File: config.mk
export PLATFORM = sky130hd
export DESIGN_NAME = rc4_encrypt_fsm_flat
export DESIGN_NICKNAME = d
export VERILOG_FILES = /design/src/rtl/rc4_encrypt_fsm_if.sv /design/src/rtl/rc4_encrypt_fsm.sv /design/src/flat_wrapper.sv
export SDC_FILE = /design/constraint.sdc
export NUM_CORES = 1
export LEC_CHECK = 0
export CELL_PAD_IN_SITES_DETAIL_PLACEMENT = 0
export CELL_PAD_IN_SITES_GLOBAL_PLACEMENT = 2
export CORE_UTILIZATION = 27
export DETAILED_ROUTE_END_ITERATION = 8
export PLACE_DENSITY_LB_ADDON = 0.1
export RECOVER_POWER = 25
export SLEW_MARGIN = 20
export SYNTH_ARGS = -nofsm -noshare
export SYNTH_HDL_FRONTEND = slang
export SYNTH_SLANG_ARGS = --single-unit
File: constraint.sdc
create_clock -name clk -period 7.25 [get_ports clk]
set_clock_uncertainty 0.2 [all_clocks]
set_input_delay 1.45 -clock clk [delete_from_list [all_inputs] [get_ports clk]]
set_output_delay 1.45 -clock clk [all_outputs]
set_load 0.01 [all_outputs]
File: src/rtl/rc4_encrypt_fsm_if.sv
// Control and memory-port bundle for the RC4 encryption sequencer.
// The master modport is the engine side; slave is the environment holding the memories.
interface rc4_encrypt_fsm_if;
  logic        start;
  logic        stop;
  logic [23:0] secret_key;
  logic [7:0]  s_address;
  logic [7:0]  s_data;
  logic        s_wren;
  logic        s_rden;
  logic [7:0]  s_q;
  logic [4:0]  pt_address;
  logic        pt_rden;
  logic [7:0]  pt_q;
  logic [4:0]  ct_address;
  logic [7:0]  ct_data;
  logic        ct_wren;
  logic        busy;
  logic        done;

  modport master (
    input  start, stop, secret_key, s_q, pt_q,
    output s_address, s_data, s_wren, s_rden,
    output pt_address, pt_rden,
    output ct_address, ct_data, ct_wren,
    output busy, done
  );

  modport slave (
    output start, stop, secret_key, s_q, pt_q,
    input  s_address, s_data, s_wren, s_rden,
    input  pt_address, pt_rden,
    input  ct_address, ct_data, ct_wren,
    input  busy, done
  );
endinterface

File: src/rtl/rc4_encrypt_fsm.sv
// RC4 encryption sequencer: fills and shuffles an external S memory, then writes
// plaintext XOR keystream into the ciphertext RAM, one byte per 11-cycle PRGA round.
module rc4_encrypt_fsm #(
  parameter int MSG_LEN = 32
) (
  input  logic             clk,
  input  logic             reset_n,
  rc4_encrypt_fsm_if.master bus
);

  typedef enum logic [4:0] {
    IDLE, INIT,
    K_RDI, K_WTI, K_CALC, K_RDJ, K_WTJ, K_WRI, K_WRJ,
    P_INC, P_RDI, P_WTI, P_CALC, P_RDJ, P_WTJ, P_WRI, P_WRJ,
    P_RDF, P_WTF, P_WRC,
    DONE
  } state_t;

  localparam logic [4:0] LAST_K = 5'(MSG_LEN - 1);

  state_t      r_state, w_next;
  logic [7:0]  r_i, r_j, r_si, r_sj, r_f, r_p;
  logic [4:0]  r_k;
  logic [23:0] r_key;
  logic [1:0]  r_kidx;
  logic [7:0]  w_keybyte;
  logic        w_accept;

  assign w_accept = bus.start && !bus.stop && (r_state == IDLE || r_state == DONE);

  // r_kidx tracks i mod 3 so the key byte is a simple mux.
  always_comb begin
    case (r_kidx)
      2'd0:    w_keybyte = r_key[23:16];
      2'd1:    w_keybyte = r_key[15:8];
      default: w_keybyte = r_key[7:0];
    endcase
  end

  always_ff @(posedge clk or negedge reset_n) begin
    if (!reset_n) r_state <= IDLE;
    else          r_state <= w_next;
  end

  always_comb begin
    w_next         = r_state;
    bus.s_address  = 8'd0;
    bus.s_data     = 8'd0;
    bus.s_wren     = 1'b0;
    bus.s_rden     = 1'b0;
    bus.pt_address = 5'd0;
    bus.pt_rden    = 1'b0;
    bus.ct_address = 5'd0;
    bus.ct_data    = 8'd0;
    bus.ct_wren    = 1'b0;
    bus.busy       = (r_state != IDLE) && (r_state != DONE);
    bus.done       = (r_state == DONE);
    case (r_state)
      IDLE, DONE: if (w_accept) w_next = INIT;
      INIT: begin
        bus.s_address = r_i;
        bus.s_data    = r_i;
        bus.s_wren    = 1'b1;
        if (r_i == 8'd255) w_next = K_RDI;
      end
      K_RDI:  begin bus.s_address = r_i; bus.s_rden = 1'b1; w_next = K_WTI; end
      K_WTI:  w_next = K_CALC;
      K_CALC: w_next = K_RDJ;
      K_RDJ:  begin bus.s_address = r_j; bus.s_rden = 1'b1; w_next = K_WTJ; end
      K_WTJ:  w_next = K_WRI;
      K_WRI:  begin bus.s_address = r_i; bus.s_data = r_sj; bus.s_wren = 1'b1; w_next = K_WRJ; end
      K_WRJ: begin
        bus.s_address = r_j;
        bus.s_data    = r_si;
        bus.s_wren    = 1'b1;
        w_next        = (r_i == 8'd255) ? P_INC : K_RDI;
      end
      P_INC:  w_next = P_RDI;
      P_RDI:  begin bus.s_address = r_i; bus.s_rden = 1'b1; w_next = P_WTI; end
      P_WTI:  w_next = P_CALC;
      P_CALC: w_next = P_RDJ;
      P_RDJ:  begin bus.s_address = r_j; bus.s_rden = 1'b1; w_next = P_WTJ; end
      P_WTJ:  w_next = P_WRI;
      P_WRI:  begin bus.s_address = r_i; bus.s_data = r_sj; bus.s_wren = 1'b1; w_next = P_WRJ; end
      // When i == j the second write (si) lands last, matching the software swap.
      P_WRJ:  begin bus.s_address = r_j; bus.s_data = r_si; bus.s_wren = 1'b1; w_next = P_RDF; end
      P_RDF: begin
        bus.s_address  = r_si + r_sj;
        bus.s_rden     = 1'b1;
        bus.pt_address = r_k;
        bus.pt_rden    = 1'b1;
        w_next         = P_WTF;
      end
      P_WTF:  w_next = P_WRC;
      P_WRC: begin
        bus.ct_address = r_k;
        bus.ct_data    = r_f ^ r_p;
        bus.ct_wren    = 1'b1;
        w_next         = (r_k == LAST_K) ? DONE : P_INC;
      end
      default: w_next = IDLE;
    endcase
    if (bus.stop) w_next = IDLE;
  end

  always_ff @(posedge clk or negedge reset_n) begin
    if (!reset_n) begin
      r_i    <= 8'd0;
      r_j    <= 8'd0;
      r_k    <= 5'd0;
      r_si   <= 8'd0;
      r_sj   <= 8'd0;
      r_f    <= 8'd0;
      r_p    <= 8'd0;
      r_key  <= 24'd0;
      r_kidx <= 2'd0;
    end else if (!bus.stop) begin
      case (r_state)
        IDLE, DONE: if (w_accept) begin
          r_key  <= bus.secret_key;
          r_i    <= 8'd0;
          r_j    <= 8'd0;
          r_k    <= 5'd0;
          r_kidx <= 2'd0;
        end
        INIT:   r_i <= r_i + 8'd1;
        K_WTI:  r_si <= bus.s_q;
        K_CALC: r_j <= r_j + r_si + w_keybyte;
        K_WTJ:  r_sj <= bus.s_q;
        K_WRJ: begin
          if (r_i == 8'd255) begin
            r_i <= 8'd0;
            r_j <= 8'd0;
            r_k <= 5'd0;
          end else begin
            r_i    <= r_i + 8'd1;
            r_kidx <= (r_kidx == 2'd2) ? 2'd0 : r_kidx + 2'd1;
          end
        end
        P_INC:  r_i <= r_i + 8'd1;
        P_WTI:  r_si <= bus.s_q;
        P_CALC: r_j <= r_j + r_si;
        P_WTJ:  r_sj <= bus.s_q;
        P_WTF: begin
          r_f <= bus.s_q;
          r_p <= bus.pt_q;
        end
        P_WRC:  if (r_k != LAST_K) r_k <= r_k + 5'd1;
        default: ;
      endcase
    end
  end

endmodule

File: src/flat_wrapper.sv
// flat-port wrapper written by rule: the top's interface ports become plain ports
module rc4_encrypt_fsm_flat 
#(
  parameter int MSG_LEN = 32
)
  (clk, reset_n, bus_start, bus_stop, bus_secret_key, bus_s_q, bus_pt_q, bus_s_address, bus_s_data, bus_s_wren, bus_s_rden, bus_pt_address, bus_pt_rden, bus_ct_address, bus_ct_data, bus_ct_wren, bus_busy, bus_done);
  rc4_encrypt_fsm_if bus_i ();
  input  logic clk;
  input  logic reset_n;
  input wire logic [$bits(bus_i.start)-1:0] bus_start;
  input wire logic [$bits(bus_i.stop)-1:0] bus_stop;
  input wire logic [$bits(bus_i.secret_key)-1:0] bus_secret_key;
  input wire logic [$bits(bus_i.s_q)-1:0] bus_s_q;
  input wire logic [$bits(bus_i.pt_q)-1:0] bus_pt_q;
  output wire logic [$bits(bus_i.s_address)-1:0] bus_s_address;
  output wire logic [$bits(bus_i.s_data)-1:0] bus_s_data;
  output wire logic [$bits(bus_i.s_wren)-1:0] bus_s_wren;
  output wire logic [$bits(bus_i.s_rden)-1:0] bus_s_rden;
  output wire logic [$bits(bus_i.pt_address)-1:0] bus_pt_address;
  output wire logic [$bits(bus_i.pt_rden)-1:0] bus_pt_rden;
  output wire logic [$bits(bus_i.ct_address)-1:0] bus_ct_address;
  output wire logic [$bits(bus_i.ct_data)-1:0] bus_ct_data;
  output wire logic [$bits(bus_i.ct_wren)-1:0] bus_ct_wren;
  output wire logic [$bits(bus_i.busy)-1:0] bus_busy;
  output wire logic [$bits(bus_i.done)-1:0] bus_done;
  assign bus_i.start = bus_start;
  assign bus_i.stop = bus_stop;
  assign bus_i.secret_key = bus_secret_key;
  assign bus_i.s_q = bus_s_q;
  assign bus_i.pt_q = bus_pt_q;
  assign bus_s_address = bus_i.s_address;
  assign bus_s_data = bus_i.s_data;
  assign bus_s_wren = bus_i.s_wren;
  assign bus_s_rden = bus_i.s_rden;
  assign bus_pt_address = bus_i.pt_address;
  assign bus_pt_rden = bus_i.pt_rden;
  assign bus_ct_address = bus_i.ct_address;
  assign bus_ct_data = bus_i.ct_data;
  assign bus_ct_wren = bus_i.ct_wren;
  assign bus_busy = bus_i.busy;
  assign bus_done = bus_i.done;
  rc4_encrypt_fsm #(.MSG_LEN(MSG_LEN)) u_core (.clk(clk), .reset_n(reset_n), .bus(bus_i));
endmodule
Word level (Yosys, flattened, before mapping) --
Index checks and enable logic that the tools add are counted.
Word-level totals: register bits 84, input bits 44, output and inout port bits 40, logic and storage cells 110
Operators by class: $add $sub $neg 6, equal/unequal tests 32, muxes and demuxes 29, bitwise logic cells 2, reduce and logical (&&, ||, !) cells 31
Operators with widths (count):
- case mux 5 bit (20 select lines) | 1
- case mux 8 bit (3 select lines) | 3
- two-way mux 5 bit | 9
- equality test 5 x 4 -> 1 bit, second input constant | 8
- two-way mux 8 bit | 4
- case mux 8 bit (4 select lines) | 1
- equality test 5 bit, second input constant | 6
- adder 8 bit | 3
- equality test 5 x 3 -> 1 bit, second input constant | 4
- case mux 8 bit (2 select lines) | 1
- case mux 5 bit (3 select lines) | 1
- OR reduction 5 bit | 3
- OR reduction 2 bit | 6
- equality test 5 x 2 -> 1 bit, second input constant | 2
- != test 5 bit, second input constant | 2
- adder 8 x 1 -> 8 bit, second input constant | 1
- equality test 8 bit, second input constant | 1
- AND reduction 2 bit | 4
- AND reduction 4 bit | 2
- bitwise XOR 8 bit | 1
- two-way mux 2 bit | 3
- != test 2 x 1 -> 1 bit, second input constant | 3
- != test 3 x 2 -> 1 bit, second input constant | 2
- AND reduction 3 bit | 2
- 21 further kinds | 27

Depth between registers and ports, before layout --
depth in word-level cells 6, depth in mapped cells 12, gate-level depth less buffers 12

Least setup slack after synthesis --
OpenSTA, ideal clock, no wires.
path type register to output, from register u_core.r_state[3], to output port bus_s_address[7], data arrival time 1.945 ns, required time 5.600 ns, path slack 3.655 ns, stages on the path, launching flop included 9, buffers on the path 2, cell sequence dfrtp_1 buf_2 or3b_1 or2_2 buf_2 clkinv_1 nand2_1 or3_1 nand3_1
Between the ends: cells in the longest elaborated chain, start to end 3, elaborated cells between the ends (all ways) 13, those cells by class eq/ne: 10; mux: 1; reduce/logical: 2
Ends and longest elaborated chain:
- start: declaration | RTL line rc4_encrypt_fsm.sv:21 | state_t r_state, w_next;
- start signal: assignment | RTL line rc4_encrypt_fsm.sv:42 | else r_state <= w_next;
- equality test 5 x 2 -> 1 bit, or another cell as far along | RTL line rc4_encrypt_fsm.sv:58 | case (r_state)
- OR reduction 5 bit (no source line) or OR reduction 4 bit (tied branches)
- case mux 8 bit (3 select lines) * | RTL line rc4_encrypt_fsm.sv:58
- end: declaration | RTL line flat_wrapper.sv:15 | output wire logic [$bits(bus_i.s_address)-1:0] bus_s_address;
Mark *: on every way between the ends. The rest lies on a longest branch, timed or not.

Worst setup path in the final report --
from register u_core.r_state[2], to output port bus_s_address[7]
The elaborated chain is that of the path after synthesis.

==> impl_metrics.yaml <==
status:
  status: "finished clean"
floorplan:
  io_pins: 84
  dieArea_mm2: 0.0200
  start_util: 0.277
  core_area_mm2: 0.0189
  die_x_um: 141
  std_cell_rows: 50
  die_h_um: 141
synth:
  synth_top_area_cell: "dfrtp_1"
  yosysSeqAreaShare: 0.401
  syn_area_per_cell_um2: 10.0
  ys_types: 58
  ys_seq_elements: 84
  synthFlopType: "dfrtp_1"
  netlist_top_cells_area: "dfrtp_1 (40%), mux2_2 (12%), ha_1 (5.7%)"
  synth_nets: 595
  yosys_warnings: 0
  synth_edf_count: 0
  synthCells: 524
  synth_top_area_frac: 0.401
  syn_area_mm2: 0.00524
  synth-async-reset-ratio: 1.00
critical_path:
  cp_num_buf_inv: 2
  crit_chain: "or3b_1 -> or2_2 -> clkinv_1 -> nand2_1 -> or3_1 -> nand3_1 -> clkdlybuf4s50_1"
  crit_path_end_kind: "output pin"
  arrival_ns: 3.22
  start_kind: "register"
  critical_path_required_ns: 5.60
  crit_family: "simple AND/OR/NAND/NOR gates"
  max_stage_delay_ns: 0.64
  crit_fanout: 21
  crit_type: "reg -> out"
  worst_path_max_delay_cell: "dfrtp_1"
finish:
  finish.utilization: 0.350
  layout_commonest_cell: "dfrtp_1"
  fillers: 1984
  layout-drive-gt1-share: 0.138
  finalNetCount: 673
  antennaDiodeCount: 0
  final_cell_area_mm2: 0.00662
  area_growth_pct: 26.3
  multi_input_area_mm2: 0.00295
  layout_common_cells: "dfrtp_1 (84), clkdlybuf4s50_1 (82), mux2_2 (58)"
  regArea_mm2: 0.00210
timing:
  whs_ns: 0.306
  finalSetupTns_ns: 0
  setup_slack_ns: 2.38
  final_hold_viol_count: 0
  fmax_mhz: 205
  period_share: 0.672
  grt_setup_unrepaired: "no"
  setup_viol: 0
  slew_violations: 0
  relSlewSlack: 0.0858
  post-route-min-period_ns: 4.87
  worst_pin_slew_ns: 1.37
flow_run:
  cap_violations: 0
clock_tree:
  cts_setup_buffers: 0
  numCtsBuffers: 9
  path_clk_slew_ns: 0.06
  htreeDepth: 3
  cts-root-buf: "clkbuf_16"
  insertion_delay_ns: 0.34
  cts_resized: 0
  cts.sinks: 84
  cts_tree: "yes"
  hold_buffers: 0
  clockBufferDepth: 2
power_and_ir_drop:
  max-vdd-ir-drop_mv: 0.114
  power_frac_seq: 0.359
  p_sw_uw: 705
  p_per_area_mw_per_mm2: 284
  power_frac_comb: 0.410
  p_int_mw: 1.17
  clkPwrFrac: 0.230
  p_sw_frac: 0.375
  p_leak_nw: 2.89
grt:
  grt_pass1_vias: 4487
  grt_max_degree: 61
  antenna_found_initial: 0
  grt_pass1_wl_um: 24900
  grtUsageTotal: 0.163
  overflow: 0
place:
  hpwl_um: 11300
  placed_cell_area_mm2: 0.00635
  port_buffers: 83
  gp_congestion: 0.821
  pre_cts_ws_ns: 2.77
worst_hold_path:
  hold_path_class: "reg -> reg"
route:
  dr_total_vias: 4297
  wire_per_inst_um: 17.5
  drc: 0
  routed_wl_um: 15200
  routed_via_density: 4.96
  drtAntennaViolNets: 0
  drt_iter0_drc: 384
  drt-pass1-iter-count: 6
## synthesized netlist by cell type (13+ instances only)
cell / number
mux2_2: 58
a21oi_1: 19
nor2_1: 31
nor3_1: 14
xnor2_1: 21
and2_1: 13
ha_1: 24
inv_1: 27
nand2_1: 34
dfrtp_1: 84
clkbuf_1: 13
o21ai_0: 41
## state kept, by name (all words and copies together), names as in the netlist
register	count
u_core.r_f	8
u_core.r_i	8
u_core.r_j	8
u_core.r_si	8
u_core.r_kidx	2
u_core.r_k	5
u_core.r_p	8
u_core.r_sj	8
u_core.r_state	5
u_core.r_key	24
## power by group through the flow
stage          Combinational [mW]  Clock [mW]  Sequential [mW]
2_1_floorplan               0.575           0            0.640
3_3_place_gp                0.775           0            0.681
3_5_place_dp                0.777           0            0.685
4_1_cts                     0.784       0.453            0.677
5_1_grt                     0.860       0.473            0.696
6_report                    0.771       0.433            0.675
## worst register-to-register path, stage by stage, from the launching register on
cell,delay (ns)
dfrtp_1,0.41
ha_1,0.27
fa_1,0.47
a21o_1,0.18
a21o_1,0.20
a2111o_1,0.40
o311ai_0,0.25
ha_1,0.38
a31oi_1,0.17
xor2_1,0.23
nor3_1,0.08
o31ai_1,0.22
## stage by stage
step	total power [mW]	cells
2_1_floorplan	1.21	524
3_3_place_gp	1.46	851
3_5_place_dp	1.46	851
4_1_cts	1.91	867
5_1_grt	2.03	867
6_report	1.88	867
## final timing paths
check                      cells after the start              start  slack, ns               end
setup reg to reg                              11     u_core.r_si[0]       3.69     u_core.r_j[7]
hold / removal                                 1    u_core.r_key[9]       0.31   u_core.r_key[9]
max in group asynchronous                      2            reset_n       4.13     u_core.r_j[3]
min in group asynchronous                      1            reset_n       1.21  u_core.r_key[23]
hold reg to reg                                1    u_core.r_key[9]       0.31   u_core.r_key[9]
setup / recovery                               7  u_core.r_state[2]       2.38  bus_s_address[7]
## kinds of logic (layout without fill, tap and decap cells)
logic type | count (synthesis) | in the layout | share of synthesized area
flops | 84 | 84 | 0.401
fa+ha+maj | 27 | 27 | 0.0687
buf+inv | 49 | 132 | 0.0372
simple gates | 140 | 140 | 0.135
mux | 70 | 70 | 0.147
compound gates | 125 | 125 | 0.162
xor+xnor | 29 | 29 | 0.0484
## routing by layer
layer / GRT usage / vias to the layer above / wire length [um]
li1: - / 2061 / -
met4: 0.0675 / 0 / 312
met1: 0.219 / 2115 / 7240
met2: 0.264 / 102 / 7120
met5: 0 / - / 0
met3: 0.0216 / 19 / 510
## cell type report
class                           instances  area share
Sequential cell                        84       0.318
Inverter                               28      0.0159
Timing Repair Buffer                   88       0.130
Multi-Input combinational cell        391       0.446
Clock inverter                          4     0.00378
Tap cell                              260      0.0491
Clock buffer                           12      0.0372
Power figures use the tool's default switching activity.
